<file path="src/rtl/branch_update_unit.sv">
// branch_update_unit: write-side companion of the branch target buffer.
// Queues resolved branches in a small FIFO, then for each one reads the
// current BTB frame, updates the 2-bit counter and target, and writes it back.
// Flags mispredictions and supplies the redirect PC to fetch.
// Optional macro BRANCH_UPDATE_STATS_EN adds branch/mispredict counters.
module branch_update_unit #(
  parameter int unsigned DEPTH = 4,
  parameter int unsigned IDX_W = 8
) (
  input  logic             CLK,
  input  logic             RST,
  input  logic             res_valid,
  input  logic [31:0]      res_pc,
  input  logic             res_taken,
  input  logic [31:0]      res_target,
  input  logic             res_pred_taken,
  input  logic [31:0]      res_pred_target,
  output logic             res_ready,
  output logic             mispredict,
  output logic [31:0]      redirect_pc,
  output logic [IDX_W-1:0] btb_rsel,
  input  logic [33:0]      btb_rdat,
  output logic             btb_wen,
  output logic [IDX_W-1:0] btb_wsel,
  output logic [33:0]      btb_wdat,
  output logic             busy
`ifdef BRANCH_UPDATE_STATS_EN
  ,
  output logic [31:0]      stat_branches,
  output logic [31:0]      stat_mispredicts
`endif
);

  localparam int unsigned PTR_W = $clog2(DEPTH);
  localparam logic [PTR_W:0]   CNT_FULL = (PTR_W+1)'(DEPTH);
  localparam logic [PTR_W:0]   CNT_ONE  = (PTR_W+1)'(1);
  localparam logic [PTR_W-1:0] PTR_ONE  = PTR_W'(1);

  typedef enum logic [1:0] {IDLE, LOOKUP, WRITE} state_e;

  // Only the BTB index bits of the PC are ever needed after the push.
  logic [IDX_W-1:0] fifo_idx_q [DEPTH];
  logic             fifo_taken_q [DEPTH];
  logic [31:0]      fifo_target_q [DEPTH];

  logic [PTR_W-1:0] head_q, head_d, tail_q, tail_d;
  logic [PTR_W:0]   count_q, count_d;
  state_e           state_q, state_d;
  logic [1:0]       old_state_q, old_state_d;
  logic [31:0]      old_target_q, old_target_d;
  logic [IDX_W-1:0] rsel_q, rsel_d, wsel_q, wsel_d;
  logic [33:0]      wdat_q, wdat_d;
  logic             mispredict_q, mispredict_d;
  logic [31:0]      redirect_q, redirect_d;

  logic             push, pop, wen_raw;
  logic [IDX_W-1:0] head_idx;
  logic             head_taken;
  logic [31:0]      head_target;
  logic [1:0]       new_state;

  // FIFO handshake, occupancy and misprediction detection
  always_comb begin
    res_ready    = (count_q != CNT_FULL);
    push         = res_valid && res_ready;
    pop          = (state_q == WRITE);
    head_d       = pop  ? head_q + PTR_ONE : head_q;
    tail_d       = push ? tail_q + PTR_ONE : tail_q;
    count_d      = count_q;
    if (push && !pop)      count_d = count_q + CNT_ONE;
    else if (!push && pop) count_d = count_q - CNT_ONE;
    mispredict_d = push && ((res_taken != res_pred_taken) ||
                            (res_taken && (res_target != res_pred_target)));
    redirect_d   = '0;
    if (mispredict_d) redirect_d = res_taken ? res_target : res_pc + 32'd4;
  end

  // Head entry fields and the saturating counter / target update
  always_comb begin
    head_idx    = fifo_idx_q[head_q];
    head_taken  = fifo_taken_q[head_q];
    head_target = fifo_target_q[head_q];
    if (head_taken) new_state = (old_state_q == 2'd3) ? 2'd3 : old_state_q + 2'd1;
    else            new_state = (old_state_q == 2'd0) ? 2'd0 : old_state_q - 2'd1;
  end

  // FSM next state and BTB port drive; index/data outputs hold outside their phase
  always_comb begin
    state_d      = state_q;
    old_state_d  = old_state_q;
    old_target_d = old_target_q;
    rsel_d       = rsel_q;
    wsel_d       = wsel_q;
    wdat_d       = wdat_q;
    wen_raw      = 1'b0;
    case (state_q)
      IDLE: begin
        if (count_q != '0) state_d = LOOKUP;
      end
      LOOKUP: begin
        rsel_d       = head_idx;
        old_state_d  = btb_rdat[33:32];
        old_target_d = btb_rdat[31:0];
        state_d      = WRITE;
      end
      WRITE: begin
        wen_raw = 1'b1;
        wsel_d  = head_idx;
        wdat_d  = {new_state, head_taken ? head_target : old_target_q};
        state_d = (count_d != '0) ? LOOKUP : IDLE;
      end
      default: state_d = IDLE;
    endcase
    btb_rsel = rsel_d;
    btb_wsel = wsel_d;
    btb_wdat = wdat_d;
    btb_wen  = wen_raw && !RST;
  end

  // Control and status registers
  always_ff @(posedge CLK) begin
    if (RST) begin
      head_q       <= '0;
      tail_q       <= '0;
      count_q      <= '0;
      state_q      <= IDLE;
      old_state_q  <= '0;
      old_target_q <= '0;
      rsel_q       <= '0;
      wsel_q       <= '0;
      wdat_q       <= '0;
      mispredict_q <= 1'b0;
      redirect_q   <= '0;
    end else begin
      head_q       <= head_d;
      tail_q       <= tail_d;
      count_q      <= count_d;
      state_q      <= state_d;
      old_state_q  <= old_state_d;
      old_target_q <= old_target_d;
      rsel_q       <= rsel_d;
      wsel_q       <= wsel_d;
      wdat_q       <= wdat_d;
      mispredict_q <= mispredict_d;
      redirect_q   <= redirect_d;
    end
  end

  // FIFO storage write on push
  always_ff @(posedge CLK) begin
    if (push && !RST) begin
      fifo_idx_q[tail_q]    <= res_pc[IDX_W+1:2];
      fifo_taken_q[tail_q]  <= res_taken;
      fifo_target_q[tail_q] <= res_target;
    end
  end

  assign mispredict  = mispredict_q;
  assign redirect_pc = redirect_q;
  assign busy        = (state_q != IDLE) || (count_q != '0);

`ifdef BRANCH_UPDATE_STATS_EN
  logic [31:0] stat_br_q, stat_br_d, stat_mis_q, stat_mis_d;

  // Branch and mispredict counters, wrapping naturally
  always_comb begin
    stat_br_d  = push ? stat_br_q + 32'd1 : stat_br_q;
    stat_mis_d = mispredict_d ? stat_mis_q + 32'd1 : stat_mis_q;
  end

  // Statistics registers
  always_ff @(posedge CLK) begin
    if (RST) begin
      stat_br_q  <= '0;
      stat_mis_q <= '0;
    end else begin
      stat_br_q  <= stat_br_d;
      stat_mis_q <= stat_mis_d;
    end
  end

  assign stat_branches    = stat_br_q;
  assign stat_mispredicts = stat_mis_q;
`endif

endmodule

</file>
<file path="config.mk">
export PLATFORM = sky130hd
export DESIGN_NAME = branch_update_unit
export DESIGN_NICKNAME = d
export VERILOG_FILES = /design/src/rtl/branch_update_unit.sv
export SDC_FILE = /design/constraint.sdc
export NUM_CORES = 1
export LEC_CHECK = 0
export CORE_ASPECT_RATIO = 0.5
export CORE_MARGIN = 3
export CORE_UTILIZATION = 40
export DETAILED_ROUTE_END_ITERATION = 8
export PLACE_DENSITY = 0.68
export SLEW_MARGIN = 20
export SYNTH_ARGS = -nofsm -noshare
export SYNTH_HDL_FRONTEND = slang
export SYNTH_SLANG_ARGS = --single-unit
export TNS_END_PERCENT = 20
</file>
<file path="constraint.sdc">
create_clock -name CLK -period 2.8 [get_ports CLK]
set_clock_uncertainty 0.15 [all_clocks]
set_input_delay 0.28 -clock CLK [delete_from_list [all_inputs] [get_ports CLK]]
set_output_delay 0.28 -clock CLK [all_outputs]
set_load 0.02 [all_outputs]
</file>
After elaboration in Yosys (flattened, before gate mapping)
Memories as Yosys holds them, arrays and structs flattened. A register that Yosys moved wholly into a read port is not among the register bits.
Cells that the tools add are included.
{"block": "totals", "inputBits": 135, "output_inout_bits": 86, "memories": 3, "register_bits": 126, "wordCells": 69, "ram_bits": 164}
{"name": "fifo_target_q", "depth": 4, "width": 32, "read_ports": 1, "rd_clocked_by_memory_dff": 1, "wr": 1, "line_no": "44", "rtl": "logic [31:0] fifo_target_q [DEPTH];"}
{"name": "fifo_idx_q", "depth": 4, "width": 8, "read_ports": 1, "rd_clocked_by_memory_dff": 1, "wr": 1, "line_no": "42", "rtl": "logic [IDX_W-1:0] fifo_idx_q [DEPTH];"}
{"name": "fifo_taken_q", "depth": 4, "width": 1, "read_ports": 1, "rd_clocked_by_memory_dff": 1, "wr": 1, "line_no": "43", "rtl": "logic fifo_taken_q [DEPTH];"}
{"block": "classes", "bitwise_logic": 1, "add_sub_neg": 7, "n_reduce_logical": 18, "n_mux": 22, "n_eq_ne": 7}
{"operator": "2-to-1 mux 32 bit", "n": 2}
{"operator": "2-to-1 mux 34 bit", "n": 1}
{"operator": "adder 32 x 3 -> 32 bit (second input constant)", "n": 1}
{"operator": "!= test 32 bit", "n": 1}
{"operator": "2-to-1 mux 2 bit", "n": 10}
{"operator": "2-to-1 mux 8 bit", "n": 2}
{"operator": "logical AND 1 bit", "n": 7}
{"operator": "adder 2 x 1 -> 2 bit (second input constant)", "n": 3}
{"operator": "2-to-1 mux 3 bit", "n": 2}
{"operator": "case mux 2 bit (3 select lines)", "n": 1}
{"operator": "nonzero test 3 bit", "n": 2}
{"operator": "equality test 2 bit (second input constant)", "n": 2}
{"operator": "logical NOT 2 bit", "n": 2}
{"operator": "2-to-1 mux 1 bit", "n": 4}
{"operator": "adder 3 x 1 -> 3 bit (second input constant)", "n": 1}
{"operator": "logical NOT 1 bit", "n": 3}
{"operator": "!= test 3 bit (second input constant)", "n": 1}
{"operator": "subtractor 3 x 1 -> 3 bit (second input constant)", "n": 1}
{"operator": "equality test 2 x 1 -> 1 bit (second input constant)", "n": 1}
{"operator": "logical OR 1 bit", "n": 2}
{"operator": "!= test 2 bit (second input constant)", "n": 1}
{"operator": "nonzero test 2 bit", "n": 1}
{"operator": "OR reduction 2 bit", "n": 1}
{"operator": "subtractor 2 x 1 -> 2 bit (second input constant)", "n": 1}
{"operator": "2 further kinds", "n": 2}

Depth between registers and ports, before layout
{"block": "depth", "depth_word": 9, "ltp_mapped": 8, "mapped_depth_nobuf": 7}

Worst setup path before layout
OpenSTA, ideal clock, no wires.
{"block": "synth_timing", "kind": "register -> register", "startpoint": "reg count_q[0]", "endpoint": "mem fifo_idx_q[0][0], enable pin", "arrival_ns": 2.094, "period_less_slack_ns": 2.646, "path_buffers": 0, "path_stages_with_launch": 6, "setup_ns": 0.402, "required_ns": 2.248, "slack_ns": 0.154, "cell_sequence": "dfxtp_1 -> inv_1 -> ha_1 -> a21bo_2 -> nor2_1 -> and2_1"}
{"block": "synth_between", "elab_chain_cells": 5}
{"item": "start: declaration", "line_no": "47", "rtl": "logic [PTR_W:0] count_q, count_d;"}
{"item": "start signal: assignment", "line_no": "137", "rtl": "count_q <= count_d;"}
{"item": "!= test 3 bit", "line_no": "64", "rtl": "res_ready = (count_q != CNT_FULL);"}
{"item": "logical AND 1 bit", "line_no": "65", "rtl": "push = res_valid && res_ready;"}
{"item": "logical AND 1 bit", "line_no": "151", "rtl": "if (push && !RST) begin"}
{"item": "2-to-1 mux 1 bit", "line_no": "151"}
{"item": "2-to-1 mux 1 bit (implied by the code)", "line_no": "152", "rtl": "fifo_idx_q[tail_q] <= res_pc[IDX_W+1:2];"}
{"item": "end: declaration", "line_no": "42"}
Every way passes these cells.

==> metrics <==
Post-DP Area 15100 µm²; hold slack 0.137 ns; clk sinks 292; crit end category primary output; ys async rst share 0%; Placer Congestion about 0.84; H-tree depth 1; Antenna Violating Nets Remaining 0; min-delay worst type in -> reg; worst reg2reg path depth 8; count leader, synth edfxtp_1; core box area 29300 µm²; syn_nets roughly 1100; die area 32400 µm²; vias in the first global route 8622; Clk Latency, worst-skew pair roughly 0.54 ns; Tcrit/Tclk final between 90 and 100%; Clock Path Buffers 3; fmax 363 MHz; drc violations 0; PD cells roughly 720 nW/µm²; Mapped Avg Cell Area 12.5 µm²; number of diodes 0; vias post-DR 8547; layer carrying the most global-route usage met2; Final Hold Viols 0; Worst EP required ~2.4 ns; RSZ-0062 raised after global routing yes; Die Height 129 µm; Worst Tran Pin Value 1.00 ns; Hold Path End old_target_q[28]; Routed WL 34200 µm; Slew Limit Fails 0; First-pass DRT Iterations 5; Remaining Overflow, GRT 0; reg2reg start count_q[0]; initial antenna violation count 1; CTS buffer count 27; max-capacitance violation count 0; I/O pins 221; Post-Syn Area 12100 µm²; Slew HR 33.1%; Die W between 200 and 300 µm; Yosys reg bits 292; critical path peak fanout 8; Synth Flop Type edfxtp_1; minimum clock period 2.76 ns; crit start category flop; Hold Startpoint btb_rdat[28]; register area share after synthesis between 60% and 70%; Global Route met3 Usage 4.40%; clk root buf clkbuf_16; Synth cell types 46; vias per std cell 5.24; CTS tree done; first-pass GRT wire length about 52000 µm; GRT Total Usage 21.1%; placed wire-length estimate 25000 µm; Ys Warns 0; largest cells by area after synthesis edfxtp_1 41%, dfxtp_1 21%, mux4_2 7.7%; Static Leak about 5.7 nW; Final Util 54.0%; DR iter-0 viols 641; wire length per cell 21.0 µm; Yosys top cell by area edfxtp_1; RR Endpoint redirect_pc[11]; row cnt between 40 and 50; maximum VDD drop ~0.00050 V; Post-Place Cells 1581; Post-synth EDFFs 164; Worst-path clk slew 0.06 ns; Worst Path Arrival 2.33 ns; Non-Filler Instances 1631; Net count, final 1362; Post-Syn Instances between 900 and 1000; Post-synth top cells 164 x edfxtp_1, 161 x nand2_1, 128 x dfxtp_1; Fillers 2462; status complete, no violations; Final setup viols 0; top cell type's share of synthesized area approximately two fifths; Initial Util 41.1%; met1 global-route usage about 29%; setup total negative slack 0 ns; Worst Hold Depth 3; worst setup path class reg -> out; largest net degree at the start of global routing 95; area growth from synthesis to final layout 31.4%; final instance area 15800 µm²; layout cells sized above 1 between 10% and 20%; R2R Setup Slk 0.22 ns; met2 global-route usage 34.6%; number of buffers added on ports 220
placed cells by master, fill, tap and decap left out, types with 18 or more instances in the layout:
cell type,synthesis,layout
dfxtp_1,128,125
nor3_1,23,23
xor2_1,25,25
edfxtp_1,164,164
xnor2_1,34,34
buf_4,0,58
clkdlybuf4s50_1,0,168
mux4_2,41,41
mux2i_1,40,40
a21oi_1,60,60
dlygate4sd2_1,0,18
nor2b_1,37,36
nand2_1,161,161
buf_2,10,24
nor2_1,46,45
o21ai_1,1,19
clkbuf_16,0,27
worst max-delay path, cell delays in order (launching register included):
cell and delay, ns:
dfxtp_4 0.39, mux4_2 0.59, buf_8 0.18, maj3_2 0.31, nor2_2 0.11, nor2_1 0.06, buf_4 0.15
worst max path at each step:
stage                from               end  slack (ns)  depth (start not counted)
6_report             flop      btb_wdat[32]        0.04                          6
5_1_grt              flop       btb_wdat[8]       -0.05                          5
4_1_cts              flop      btb_wdat[20]       -0.05                          5
3_5_place_dp    res_pc[3]   redirect_pc[27]       -0.01                          7
3_3_place_gp    res_pc[3]   redirect_pc[30]        0.02                          7
2_1_floorplan  count_q[0]  fifo_idx_q[0][0]        0.15                          5
flip-flops by register name, summed over array words and instances, names as in the netlist, named ones only:
signal	cells
count_q	3
fifo_idx_q	32
fifo_taken_q	4
fifo_target_q	128
head_q	2
mispredict	1
old_state_q	2
old_target_q	32
redirect_pc	32
rsel_q	8
state_q	2
tail_q	2
wdat_q	34
wsel_q	8
metal layers:
layer | wire [µm] | vias to the layer above
met4 | 795 | 0
met1 | 14900 | 4254
met5 | 0 | -
li1 | - | 3992
met3 | 2310 | 42
met2 | 16200 | 259
area by class of cell:
type	count	area, µm²	area share, %
clock buffers	37	713	4.50
clock inverters	13	103	0.648
repair buffers	286	2680	16.9
inverters	17	63.8	0.403
well taps	391	489	3.09
multi-input cells	595	4290	27.1
flip-flops and latches	292	7490	47.3
power by group:
group	internal, W	total [W]	switching [W]
Sequential	0.00490	0.00507	0.000168
Combinational	0.00120	0.00284	0.00164
Clock	0.00189	0.00347	0.00158
kinds of logic after synthesis:
| family | share of synthesized area, % |
|---|---|
| xor gates and xnor gates | 4.29 |
| AOI/OAI and AO/OA | 6.57 |
| DFF | 62.1 |
| buffers and inverters | 2.56 |
| adders and majority gates | 0.997 |
| and+or+nand+nor | 12.5 |
| muxes | 11.0 |
what timing repair did:
item	4_1_cts	5_1_grt
pin swaps	2	1
buffers inserted	0	0
hold buffers	0	0
resized for setup	160	45
setup endpoints to repair	49	30
per-stage QoR:
step | power, W | setup slack [ns]
floorplan | 0.00678 | 0.154
global placement | 0.00802 | 0.0235
detailed placement | 0.00809 | -0.0144
CTS | 0.0115 | -0.0527
global route | 0.0119 | -0.0511
finish | 0.0114 | 0.0441
Power figures use the tool's default switching activity.
